==> src/rtl/can_frame_tail_tx.sv <==
// ---------------------------------------------------------------------------
// can_frame_tail_tx
//
// Transmit-side frame-tail sequencer for the CAN channel unit. After the ACK
// slot it drives the ACK delimiter, the 7-bit End-Of-Frame and the 3-bit
// intermission recessive. It watches the bus read-back the whole time and
// answers a forbidden dominant bit with an active error flag or an overload
// flag, each followed by its delimiter. It also reports when the node may
// start the next frame.
//
// Ports
//   clk            system clock
//   resetN         synchronous, active-low reset
//   start          one-cycle pulse inside the ACK-delimiter bit, before its
//                  first sample pulse
//   txPoint        one-cycle pulse at the start of each bit time; dOut only
//                  changes here
//   samplePulse    sample strobe (3 per bit or 1 per bit)
//   rateSelector   1: three-point majority sampling, 0: single sample
//   dIn            bus read-back, 1 = recessive
//   dOut           TX drive, 1 = recessive
//   busy           high in every state except IDLE and READY
//   txReady        high in READY
//   frameDone      pulse when the 7th EOF bit is sampled recessive
//   errorPulse     pulse on entry to ERRFLAG
//   overloadPulse  pulse on entry to OVLFLAG
//   sofSeen        pulse on a dominant bit in intermission bit 3 (or in READY)
//   DBG            {sample state[1:0], main state[3:0], 2'b00}
// ---------------------------------------------------------------------------
module can_frame_tail_tx (
  input  logic       clk,
  input  logic       resetN,
  input  logic       start,
  input  logic       txPoint,
  input  logic       samplePulse,
  input  logic       rateSelector,
  input  logic       dIn,
  output logic       dOut,
  output logic       busy,
  output logic       txReady,
  output logic       frameDone,
  output logic       errorPulse,
  output logic       overloadPulse,
  output logic       sofSeen,
  output logic [7:0] DBG
);

  typedef enum logic [1:0] {
    S_INIT = 2'd0,
    S1     = 2'd1,
    S2     = 2'd2,
    S3     = 2'd3
  } samp_t;

  typedef enum logic [3:0] {
    ST_IDLE    = 4'd0,
    ST_READY   = 4'd1,
    ST_ACKDEL  = 4'd2,
    ST_EOF     = 4'd3,
    ST_ERRFLAG = 4'd4,
    ST_OVLFLAG = 4'd5,
    ST_DELIM   = 4'd6,
    ST_IFS     = 4'd7
  } state_t;

  // ---------------------------------------------------------------------
  // Sampler
  // ---------------------------------------------------------------------
  samp_t      samp_q, samp_d;
  logic [2:0] smp_q, smp_d;
  logic       bitValid;
  logic       bitVal;

  always_comb begin
    samp_d = samp_q;
    smp_d  = smp_q;
    unique case (samp_q)
      S_INIT: begin
        // The sampling mode is chosen here only, so a rateSelector change
        // never splits a bit between the two modes.
        if (samplePulse) begin
          if (rateSelector) begin
            smp_d[0] = dIn;
            samp_d   = S1;
          end else begin
            smp_d  = {3{dIn}};
            samp_d = S3;
          end
        end
      end
      S1: begin
        if (samplePulse) begin
          smp_d[1] = dIn;
          samp_d   = S2;
        end
      end
      S2: begin
        if (samplePulse) begin
          smp_d[2] = dIn;
          samp_d   = S3;
        end
      end
      // One-cycle decision slot; a strobe landing here is dropped.
      S3:      samp_d = S_INIT;
      default: samp_d = S_INIT;
    endcase
  end

  assign bitValid = (samp_q == S3);
  assign bitVal   = (smp_q[0] & smp_q[1]) | (smp_q[0] & smp_q[2]) |
                    (smp_q[1] & smp_q[2]);

  // ---------------------------------------------------------------------
  // Main FSM
  // ---------------------------------------------------------------------
  state_t     state_q, state_d;
  logic [3:0] cnt_q, cnt_d;
  logic [3:0] fcnt_q, fcnt_d;
  logic       dout_q, dout_d;
  logic       busy_q, busy_d;
  logic       ready_q, ready_d;
  logic       frame_q, frame_d;
  logic       err_q, err_d;
  logic       ovl_q, ovl_d;
  logic       sof_q, sof_d;

  function automatic logic [3:0] inc4(input logic [3:0] c);
    return (c == 4'hF) ? c : c + 4'd1;
  endfunction

  always_comb begin
    state_d = state_q;
    cnt_d   = cnt_q;
    fcnt_d  = fcnt_q;
    dout_d  = dout_q;
    frame_d = 1'b0;
    err_d   = 1'b0;
    ovl_d   = 1'b0;
    sof_d   = 1'b0;

    // Bit decisions.
    if (bitValid) begin
      unique case (state_q)
        ST_READY: begin
          if (!bitVal) begin
            sof_d   = 1'b1;
            state_d = ST_IDLE;
          end
        end
        ST_ACKDEL: begin
          if (bitVal) begin
            state_d = ST_EOF;
            cnt_d   = '0;
          end else begin
            state_d = ST_ERRFLAG;
            err_d   = 1'b1;
            fcnt_d  = '0;
          end
        end
        ST_EOF: begin
          if (bitVal) begin
            if (inc4(cnt_q) == 4'd7) begin
              frame_d = 1'b1;
              state_d = ST_IFS;
              cnt_d   = '0;
            end else begin
              cnt_d = inc4(cnt_q);
            end
          end else begin
            state_d = ST_ERRFLAG;
            err_d   = 1'b1;
            fcnt_d  = '0;
          end
        end
        ST_DELIM: begin
          if (bitVal) begin
            if (inc4(cnt_q) == 4'd8) begin
              state_d = ST_IFS;
              cnt_d   = '0;
            end else begin
              cnt_d = inc4(cnt_q);
            end
          end else begin
            // Another node is still flagging; restart the delimiter.
            cnt_d = '0;
          end
        end
        ST_IFS: begin
          if (bitVal) begin
            if (inc4(cnt_q) == 4'd3) begin
              state_d = ST_READY;
              cnt_d   = '0;
            end else begin
              cnt_d = inc4(cnt_q);
            end
          end else if (cnt_q == 4'd2) begin
            sof_d   = 1'b1;
            state_d = ST_IDLE;
          end else begin
            state_d = ST_OVLFLAG;
            ovl_d   = 1'b1;
            fcnt_d  = '0;
          end
        end
        default: ;
      endcase
    end

    // start overrides a same-cycle READY bit decision.
    if (start && (state_q == ST_IDLE || state_q == ST_READY)) begin
      state_d = ST_ACKDEL;
      cnt_d   = '0;
      sof_d   = 1'b0;
    end

    // Drive updates act on the post-decision state, so a bit decision and a
    // txPoint in the same cycle both take effect.
    if (txPoint) begin
      if (state_d == ST_ERRFLAG || state_d == ST_OVLFLAG) begin
        if (fcnt_d >= 4'd6) begin
          dout_d  = 1'b1;
          cnt_d   = '0;
          state_d = ST_DELIM;
        end else begin
          dout_d = 1'b0;
          fcnt_d = inc4(fcnt_d);
        end
      end else begin
        dout_d = 1'b1;
      end
    end

    busy_d  = !(state_d == ST_IDLE || state_d == ST_READY);
    ready_d = (state_d == ST_READY);
  end

  always_ff @(posedge clk) begin
    if (!resetN) begin
      samp_q  <= S_INIT;
      smp_q   <= '1;
      state_q <= ST_IDLE;
      cnt_q   <= '0;
      fcnt_q  <= '0;
      dout_q  <= 1'b1;
      busy_q  <= 1'b0;
      ready_q <= 1'b0;
      frame_q <= 1'b0;
      err_q   <= 1'b0;
      ovl_q   <= 1'b0;
      sof_q   <= 1'b0;
    end else begin
      samp_q  <= samp_d;
      smp_q   <= smp_d;
      state_q <= state_d;
      cnt_q   <= cnt_d;
      fcnt_q  <= fcnt_d;
      dout_q  <= dout_d;
      busy_q  <= busy_d;
      ready_q <= ready_d;
      frame_q <= frame_d;
      err_q   <= err_d;
      ovl_q   <= ovl_d;
      sof_q   <= sof_d;
    end
  end

  assign dOut          = dout_q;
  assign busy          = busy_q;
  assign txReady       = ready_q;
  assign frameDone     = frame_q;
  assign errorPulse    = err_q;
  assign overloadPulse = ovl_q;
  assign sofSeen       = sof_q;
  assign DBG           = {samp_q, state_q, 2'b00};

endmodule

==> config.mk <==
export PLATFORM = sky130hd
export DESIGN_NAME = can_frame_tail_tx
export DESIGN_NICKNAME = d
export VERILOG_FILES = /design/src/rtl/can_frame_tail_tx.sv
export SDC_FILE = /design/constraint.sdc
export NUM_CORES = 1
export LEC_CHECK = 0
export CAP_MARGIN = 30
export CORE_MARGIN = 10
export CORE_UTILIZATION = 50
export DETAILED_ROUTE_END_ITERATION = 7
export PLACE_DENSITY_LB_ADDON = 0.08
export SLEW_MARGIN = 5
export SYNTH_ARGS = -nofsm -noshare
export SYNTH_HDL_FRONTEND = slang
export SYNTH_SLANG_ARGS = --single-unit
==> constraint.sdc <==
create_clock -name clk -period 3.7 [get_ports clk]
set_input_delay 0.37 -clock clk [delete_from_list [all_inputs] [get_ports clk]]
set_output_delay 0.37 -clock clk [all_outputs]
set_load 0.03 [all_outputs]
==> flow_metrics.py <==
metrics = {
    "run_status": {
        "status": "finished clean",
    },
    "synthesis": {
        "ys_top_cells_by_area": "dfxtp_1 (32%), ha_1 (6.6%), o21ai_0 (5.0%)",
        "yosys_warnings": 0,
        "seq_area_frac_synth": 0.317,
        "post_synth_num_cell_types": 49,
        "yosys.area.top_type_share": 0.317,
        "synth.top_cells.by_count": "dfxtp_1 (24), nand2_1 (17), o21ai_0 (15)",
        "ys_async_sr_fraction": 0,
        "synth_enable_flop_cells": 0,
        "syn_avg_cell_area_um2": 8.32,
        "syn-cell-area_um2": 1510,
        "synth_cells": 182,
        "synth_most_common_cell": "dfxtp_1",
        "yosys.area.top_type": "dfxtp_1",
        "synth_seq_cells": 24,
        "ys.flop_type": "dfxtp_1",
    },
    "critical_path": {
        "worstPathRequired_ns": 3.94,
        "cp-start-kind": "flop",
        "cp_cell_sequence": "inv_1, ha_1, nor3b_4, nand2b_1, a211o_1, and2_1, ha_1, o21ai_0, nand2b_1, and2_1, a21o_4, nor4b_4",
        "cp_max_fo": 7,
        "arrival_ns": 3.20,
        "cpMaxStageDelayCell": "dfxtp_1",
        "cpPeakStageDelay_ns": 0.47,
        "endpoint_kind": "flop",
        "criticalPathCategory": "reg2reg",
    },
    "clocking": {
        "cts_buffers": 3,
        "postCtsSetupRepairBufs": 0,
        "cts_hold_buf": 0,
        "clk_pin_slew_ns": 0.13,
        "cts_resized": 0,
        "cts_max_level": 1,
        "clkSinkCount": 24,
        "clock_latency_ns": 0.32,
        "cts_tree": "done",
        "cts_root_buf": "clkbuf_4",
        "cts_max_path_buffers": 2,
    },
    "global_route": {
        "grt.total_usage": 0.129,
        "grt_overflow_total": 0,
        "grt_antenna_before_repair": 0,
        "grt_pass1_wl_um": 5870,
        "grt_pass1_vias": 1293,
        "grt_max_degree": 23,
    },
    "power": {
        "leakage_nw": 0.657,
        "vdd_drop_max_v": 0.000176,
        "power_density_nw_per_um2": 313,
    },
    "final_layout": {
        "antenna_cells": 0,
        "instances_no_fill": 228,
        "layout-drive-gt1-share": 0.0609,
        "fin_nets": 213,
        "fin_util": 0.613,
        "syn2layout_area_growth_pct": 14.5,
        "num-fill-cells": 272,
        "design_area_um2": 1730,
        "multi_input_area_um2": 951,
        "regArea_um2": 480,
    },
    "routing": {
        "wl_met2_um": 1590,
        "first_pass_iters": 4,
        "drt_iter0_markers": 140,
        "wl_per_cell_um": 15.4,
        "via_count": 1384,
        "routed.top_layer": "met4",
        "ant_nets": 0,
        "post_drt_via_cell_ratio": 6.07,
        "finalWirelength_um": 3520,
        "met3_wirelength_um": 277,
        "wl_met1_um": 1590,
        "drc_errors": 0,
    },
    "die": {
        "design.die.area_um2": 5630,
        "row_count": 19,
        "start_util": 0.535,
        "ioPinCount": 22,
        "die_h_um": 75.0,
        "fp.dieW_um": 75.0,
        "core_um2": 2830,
    },
    "sta": {
        "hold_viol_final": 0,
        "clock_skew_ns": 0.00670,
        "fin_crit_sh": 0.798,
        "fmaxAchievable_mhz": 339,
        "slew_violations": 0,
        "fin_setup_tns_ns": 0,
        "period_needed_ns": 2.95,
        "final-setup-viol-count": 0,
        "tightest_slew_ns": 0.509,
        "slew_headroom": 0.660,
        "holdWs_ns": 0.506,
        "rsz0062_at_grt": "no",
    },
    "placement": {
        "place.gp.congestion": 0.964,
        "dp_hpwl_um": 2640,
        "placed_area_um2": 1700,
        "port_buffers": 19,
        "dp.cells": 224,
    },
    "hold_path": {
        "hp-class": "reg2reg",
    },
    "job": {
        "cap_violations": 0,
    },
}
==> flip-flops by register name, summed over array words and instances (netlist names) <==
signal         cells
txReady            1
smp_q              3
overloadPulse      1
state_q            4
dOut               1
frameDone          1
errorPulse         1
sofSeen            1
busy               1
cnt_q              4
samp_q             2
fcnt_q             4
==> power by group <==
| group | internal (W) | switching (W) |
|---|---|---|
| combinational | 0.0000511 | 0.0000722 |
| clock | 0.0000601 | 0.0000778 |
| sequential | 0.000269 | 0.0000123 |
| total | 0.000380 | 0.000162 |
==> critical path, delay by kind of cell, from the launching register on <==
kind / cells / cell delay [ns]
flops: 1 / 0.47
simple gates: 6 / 1.15
fa+ha+maj: 2 / 0.40
buf+inv: 1 / 0.09
compound gates: 3 / 0.77
==> area by class of cell <==
type                       count  share of cell area
multi-input combinational    141               0.548
sequential                    24               0.277
timing repair buffer          20               0.114
tap                           31              0.0224
clock buffer                   4              0.0209
inverter                       8              0.0173
==> worst paths after layout <==
check | from | endpoint | slack (ns) | depth (start not counted)
hold reg to reg | smp_q[2] | smp_q[2] | 0.51 | 2
setup / recovery | cnt_q[0] | cnt_q[2] | 0.75 | 12
hold / removal | smp_q[2] | smp_q[2] | 0.51 | 2
setup reg to reg | cnt_q[0] | cnt_q[2] | 0.75 | 12
==> cell families (layout without fill, tap and decap cells) <==
| group | count (synthesis) | in the layout | share of synthesized area |
|---|---|---|---|
| AO/OA/AOI/OAI | 46 | 46 | 0.212 |
| multiplexers | 2 | 2 | 0.0132 |
| flip-flops | 24 | 24 | 0.317 |
| XOR/XNOR | 2 | 2 | 0.0116 |
| AND/OR/NAND/NOR | 80 | 80 | 0.313 |
| other | 1 | 2 | 0.00248 |
| buffers and inverters | 18 | 32 | 0.0570 |
| adder cells (fa/ha/maj) | 9 | 9 | 0.0736 |
==> metal layers <==
metal  vias up  track usage
li1        695            -
met3         6       0.0302
met4         0       0.0525
met5         -            0
met1       632        0.164
met2        51        0.206
==> per-stage QoR <==
stage                     power [W]  worst slack [ns]
after detailed placement   0.000410             0.795
after CTS                  0.000545             0.759
after global routing       0.000570             0.492
final                      0.000543             0.748
after floorplan            0.000374             0.999
after global placement     0.000407             0.913
==> layout by cell type, fill, tap and decap left out, drive strengths merged, types with 7 or more instances in the layout <==
master	instances
nand3	12
ha	8
nor2	9
inv	8
clkdlybuf4s50	19
o21ai	15
a21oi	7
nand2	17
nor2b	9
dfxtp	24
No activity file was read; power rests on OpenSTA's default activity.
